## src/rtl/machine_timer.sv

```systemverilog
// Memory-mapped machine timer: 64-bit mtime/mtimecmp, prescaled tick, msip bit,
// and a one-cycle-latency register read port on the peripheral bus.
module machine_timer #(
    parameter int PRESCALE       = 1,
    parameter int PRESCALE_WIDTH = 16
) (
    input  logic        clock,
    input  logic        reset_n,
    input  logic [2:0]  address,
    input  logic        read_enable,
    input  logic        write_enable,
    input  logic [31:0] write_value,
    output logic [31:0] read_value,
    output logic        read_valid,
    output logic [63:0] mtime,
    output logic [63:0] mtimecmp,
    output logic        timer_interrupt,
    output logic        software_interrupt
);

    localparam logic [PRESCALE_WIDTH-1:0] LP_LAST = PRESCALE_WIDTH'(PRESCALE - 1);

    logic [63:0]               r_mtime;
    logic [63:0]               r_mtimecmp;
    logic                      r_msip;
    logic [PRESCALE_WIDTH-1:0] r_prescale;
    logic                      r_timer_interrupt;
    logic [31:0]               r_read_value;
    logic                      r_read_valid;

    logic                      w_tick;
    logic                      w_wr_mtime_lo;
    logic                      w_wr_mtime_hi;
    logic                      w_wr_cmp_lo;
    logic                      w_wr_cmp_hi;
    logic                      w_wr_msip;
    logic [31:0]               w_read_word;

    assign w_tick        = (r_prescale == LP_LAST);
    assign w_wr_mtime_lo = write_enable && (address == 3'd0);
    assign w_wr_mtime_hi = write_enable && (address == 3'd1);
    assign w_wr_cmp_lo   = write_enable && (address == 3'd2);
    assign w_wr_cmp_hi   = write_enable && (address == 3'd3);
    assign w_wr_msip     = write_enable && (address == 3'd4);

    always_comb begin
        w_read_word = 32'd0;
        case (address)
            3'd0:    w_read_word = r_mtime[31:0];
            3'd1:    w_read_word = r_mtime[63:32];
            3'd2:    w_read_word = r_mtimecmp[31:0];
            3'd3:    w_read_word = r_mtimecmp[63:32];
            3'd4:    w_read_word = {31'd0, r_msip};
            default: w_read_word = 32'd0;
        endcase
    end

    // A software write to either mtime half wins over the tick and restarts the prescaler.
    always_ff @(posedge clock or negedge reset_n) begin
        if (!reset_n) begin
            r_mtime    <= 64'd0;
            r_prescale <= '0;
        end else if (w_wr_mtime_lo) begin
            r_mtime    <= {r_mtime[63:32], write_value};
            r_prescale <= '0;
        end else if (w_wr_mtime_hi) begin
            r_mtime    <= {write_value, r_mtime[31:0]};
            r_prescale <= '0;
        end else if (w_tick) begin
            r_mtime    <= r_mtime + 64'd1;
            r_prescale <= '0;
        end else begin
            r_prescale <= r_prescale + PRESCALE_WIDTH'(1);
        end
    end

    always_ff @(posedge clock or negedge reset_n) begin
        if (!reset_n) begin
            r_mtimecmp <= 64'hFFFF_FFFF_FFFF_FFFF;
            r_msip     <= 1'b0;
        end else begin
            if (w_wr_cmp_lo) r_mtimecmp[31:0]  <= write_value;
            if (w_wr_cmp_hi) r_mtimecmp[63:32] <= write_value;
            if (w_wr_msip)   r_msip            <= write_value[0];
        end
    end

    // Compare uses pre-edge values, so the interrupt lags the condition by one cycle.
    always_ff @(posedge clock or negedge reset_n) begin
        if (!reset_n) begin
            r_timer_interrupt <= 1'b0;
            r_read_value      <= 32'd0;
            r_read_valid      <= 1'b0;
        end else begin
            r_timer_interrupt <= (r_mtime >= r_mtimecmp);
            r_read_valid      <= read_enable;
            if (read_enable) r_read_value <= w_read_word;
        end
    end

    assign read_value         = r_read_value;
    assign read_valid         = r_read_valid;
    assign mtime              = r_mtime;
    assign mtimecmp           = r_mtimecmp;
    assign timer_interrupt    = r_timer_interrupt;
    assign software_interrupt = r_msip;

endmodule
```

## config.mk

```make
export PLATFORM = sky130hd
export DESIGN_NAME = machine_timer
export DESIGN_NICKNAME = d
export VERILOG_FILES = /design/src/rtl/machine_timer.sv
export SDC_FILE = /design/constraint.sdc
export NUM_CORES = 1
export LEC_CHECK = 0
export BUFFER_PORTS_ARGS = -buffer_cell sky130_fd_sc_hd__buf_2
export CORE_AREA = 2 2 143 159
export CTS_CLUSTER_DIAMETER = 60
export DETAILED_ROUTE_END_ITERATION = 10
export DIE_AREA = 0 0 145 161
export GPL_ROUTABILITY_DRIVEN = 0
export PLACE_DENSITY = 0.74
export REMOVE_ABC_BUFFERS = 1
export SLEW_MARGIN = 25
export SYNTH_ARGS = -nofsm -noshare
export SYNTH_HDL_FRONTEND = slang
export SYNTH_SLANG_ARGS = --single-unit
```

## constraint.sdc

```tcl
create_clock -name clock -period 2.2 [get_ports clock]
set_input_delay 0.22 -clock clock [delete_from_list [all_inputs] [get_ports clock]]
set_output_delay 0.22 -clock clock [all_outputs]
set_load 0.1 [all_outputs]
```

==> impl_metrics.json <==
{
  "status": "finished with violations",
  "violations": "setup timing",
  "fin_ws_ns": -0.124,
  "clkPwrFrac": 0.144,
  "antenna_found_initial": 0,
  "start_util": 0.505,
  "dpl.hpwl_um": 28900,
  "cap_violations": 0,
  "dieArea_um2": 23300,
  "synth_enable_flop_cells": 0,
  "synth-seq-area-share": 0.415,
  "synthFlopType": "dfrtp_1",
  "rrSetupSlack_ns": -0.12,
  "stdcell_count": 1882,
  "grt_start_max_net_pins": 57,
  "root_buffer": "clkbuf_16",
  "area_growth_pct": 34.9,
  "max_slew_margin": 0.630,
  "maxSlewViolCount": 0,
  "grt_pass1_wl_um": 61700,
  "drt.antenna.violating_nets": 0,
  "fin_skew_ns": 0.0153,
  "drtIter0Drc": 1277,
  "p_per_area_nw_per_um2": 1520,
  "netlist_area_um2": 11000,
  "avgSynthCellArea_um2": 9.00,
  "switchingPower_mw": 12.8,
  "cts.clk_slew.worst_paths_ns": 0.07,
  "route.detailed.drc": 0,
  "clk_latency_ns": 0.45,
  "drive_gt1_frac": 0.397,
  "hold_viol_final": 0,
  "p_int_mw": 9.75,
  "critPathLaunchType": "flip-flop",
  "ys_warn_count": 0,
  "die_height_um": 161,
  "cts_max_path_buffers": 2,
  "cp-end-kind": "flip-flop",
  "worst_slew_pin_slew_ns": 0.549,
  "fin_crit_ns": 2.32,
  "fin_crit_sh": 1.06,
  "dpl.cell_count": 1821,
  "final_core_util": 0.681,
  "final_cell_mix": "buf_2 (200), buf_4 (194), inv_1 (114)",
  "io_pins": 202,
  "max_freq_mhz": 430,
  "rsz0062_at_grt": "true",
  "grt_pass1_vias": 11300,
  "synthArstFlopShare": 1.00,
  "place.port_buffers": 201,
  "drtPass1Iterations": 6,
  "fill_cells": 1657,
  "wl_per_cell_um": 21.5,
  "peakVddDrop_mv": 1.32,
  "swShare": 0.567,
  "leakagePower_nw": 6.89,
  "p_seq_frac": 0.231,
  "p_total_mw": 22.5,
  "design.core.area_um2": 21800,
  "synth_cell_types": 65,
  "rows": 57,
  "ys_seq_elements": 179,
  "cts_tree": "yes",
  "cts_sinks": 179,
  "routed_wl_um": 40500,
  "comb_power_share": 0.625,
  "vias_per_cell": 6.31,
  "grt_overflow_total": 0,
  "synthCells": 1220,
  "die_x_um": 145,
  "fin_tns_setup_ns": -0.166,
  "critPathKind": "reg2reg",
  "fin_nets": 1680,
  "whs_ns": 0.0346,
  "vias": 11900,
  "htreeDepth": 4,
  "final-setup-viol-count": 4,
  "cp_max_fo": 3,
  "required_ns": 2.58,
  "final_common_cell": "buf_2",
  "holdCritPathClass": "in2reg",
  "antenna_cells": 0,
  "grt_usage": 0.335,
  "cts_buffers": 17,
  "arrival_ns": 2.71
}
## power groups by stage
stage	registers (mW)	logic, mW	clock network (mW)
after floorplan	11.7	2.89	0
after global placement	5.13	13.1	0
after detailed placement	5.17	13.3	0
after CTS	5.14	13.4	3.25
after global routing	5.30	14.7	3.39
final	5.21	14.1	3.25
## final cells by class
cell class	instances	area (µm²)	area share
Clock buffer	20	457	0.0308
Clock inverter	12	155	0.0105
Inverter	115	432	0.0291
Multi-Input combinational cell	849	6120	0.413
Sequential cell	179	4570	0.308
Tap cell	295	369	0.0249
Timing Repair Buffer	412	2720	0.183
## flip-flops by register name, indices dropped and copies added, names as in the netlist
| signal | flops |
|---|---|
| mtime | 64 |
| mtimecmp | 64 |
| read_value | 32 |
| r_prescale | 16 |
| read_valid | 1 |
| software_interrupt | 1 |
| timer_interrupt | 1 |
## critical path, stage by stage, from the launching register on
cell and delay [ns]:
dfstp_2 0.55, inv_2 0.06, ha_4 0.27, nand4_1 0.24, nor3_2 0.30, buf_4 0.18
o311ai_4 0.09, a311oi_2 0.37, o31ai_4 0.12, nand2_1 0.08
## cell usage after synthesis, types with 3 or more instances
master	instances	area share
o211ai_1	7	0.0048
a2bb2oi_1	8	0.0064
and2_1	8	0.0046
a21o_1	14	0.0096
inv_1	115	0.039
xnor2_1	6	0.0048
a22oi_1	10	0.0068
dfstp_2	64	0.15
a32oi_1	4	0.0032
o2bb2a_1	4	0.0036
nor4_1	23	0.013
nand4_1	29	0.017
o22a_1	4	0.0032
o211a_1	5	0.0046
buf_1	7	0.0024
nor3_1	21	0.0096
o31a_1	3	0.0024
a22o_1	32	0.026
o2bb2ai_1	4	0.0032
nor3b_1	4	0.0027
clkbuf_1	61	0.021
ha_1	67	0.076
nor2_1	55	0.019
or4_1	9	0.0062
and3_1	18	0.010
and4_1	3	0.0024
or2_2	5	0.0028
o22ai_1	48	0.027
nand2_1	109	0.037
a221oi_1	34	0.027
xor2_1	8	0.0064
buf_2	8	0.0036
nand3_1	49	0.022
a221o_1	5	0.0046
or3_1	9	0.0051
a31oi_1	13	0.0074
mux2_2	35	0.036
dfrtp_1	115	0.26
a21oi_1	74	0.034
o21ai_0	93	0.042
## logic make-up (layout without fill, tap and decap cells)
group                      after synthesis  in the layout  synth area share
adders and majority gates               67             67            0.0763
and+or+nand+nor                        354            354             0.166
buffers and inverters                  192            559            0.0666
DFF                                    179            179             0.415
muxes                                   36             36            0.0368
xor gates and xnor gates                14             14            0.0112
AOI/OAI and AO/OA                      378            378             0.229
## per-layer routing
| metal | part of all wire | GRT usage | up-vias |
|---|---|---|---|
| met5 | 0 | 0 | - |
| met4 | 0.044 | 0.166 | 0 |
| met3 | 0.099 | 0.0636 | 153 |
| met2 | 0.48 | 0.551 | 785 |
| met1 | 0.38 | 0.426 | 5732 |
| li1 | - | - | 5201 |
## final timing paths
path                                      start              end  cells past startpoint
worst max-delay path               mtimecmp[15]  timer_interrupt                      9
min in group asynchronous               reset_n   read_value[27]                      2
worst min-delay path            write_value[14]     mtimecmp[14]                      3
max in group asynchronous               reset_n      mtimecmp[9]                      3
worst max register to register     mtimecmp[15]  timer_interrupt                      9
worst min register to register    r_prescale[0]    r_prescale[0]                      1
## metrics by stage
stage / setup slack (ns) / cell area [µm²]
floorplan: -2.24 / 10700
global placement: -0.344 / 13500
detailed placement: -0.300 / 13500
CTS: -0.0523 / 14300
global route: -0.0808 / 14800
finish: -0.124 / 14800
## timing repair
action,in CTS,in global routing
endpoints found under the setup margin,25,32
setup buffers,7,21
endpoints found under the hold margin,27,0
hold buffers,1,0
resized for setup,28,68
pin swaps,11,34
gates cloned,0,1
No activity file was read; power rests on OpenSTA's default activity.
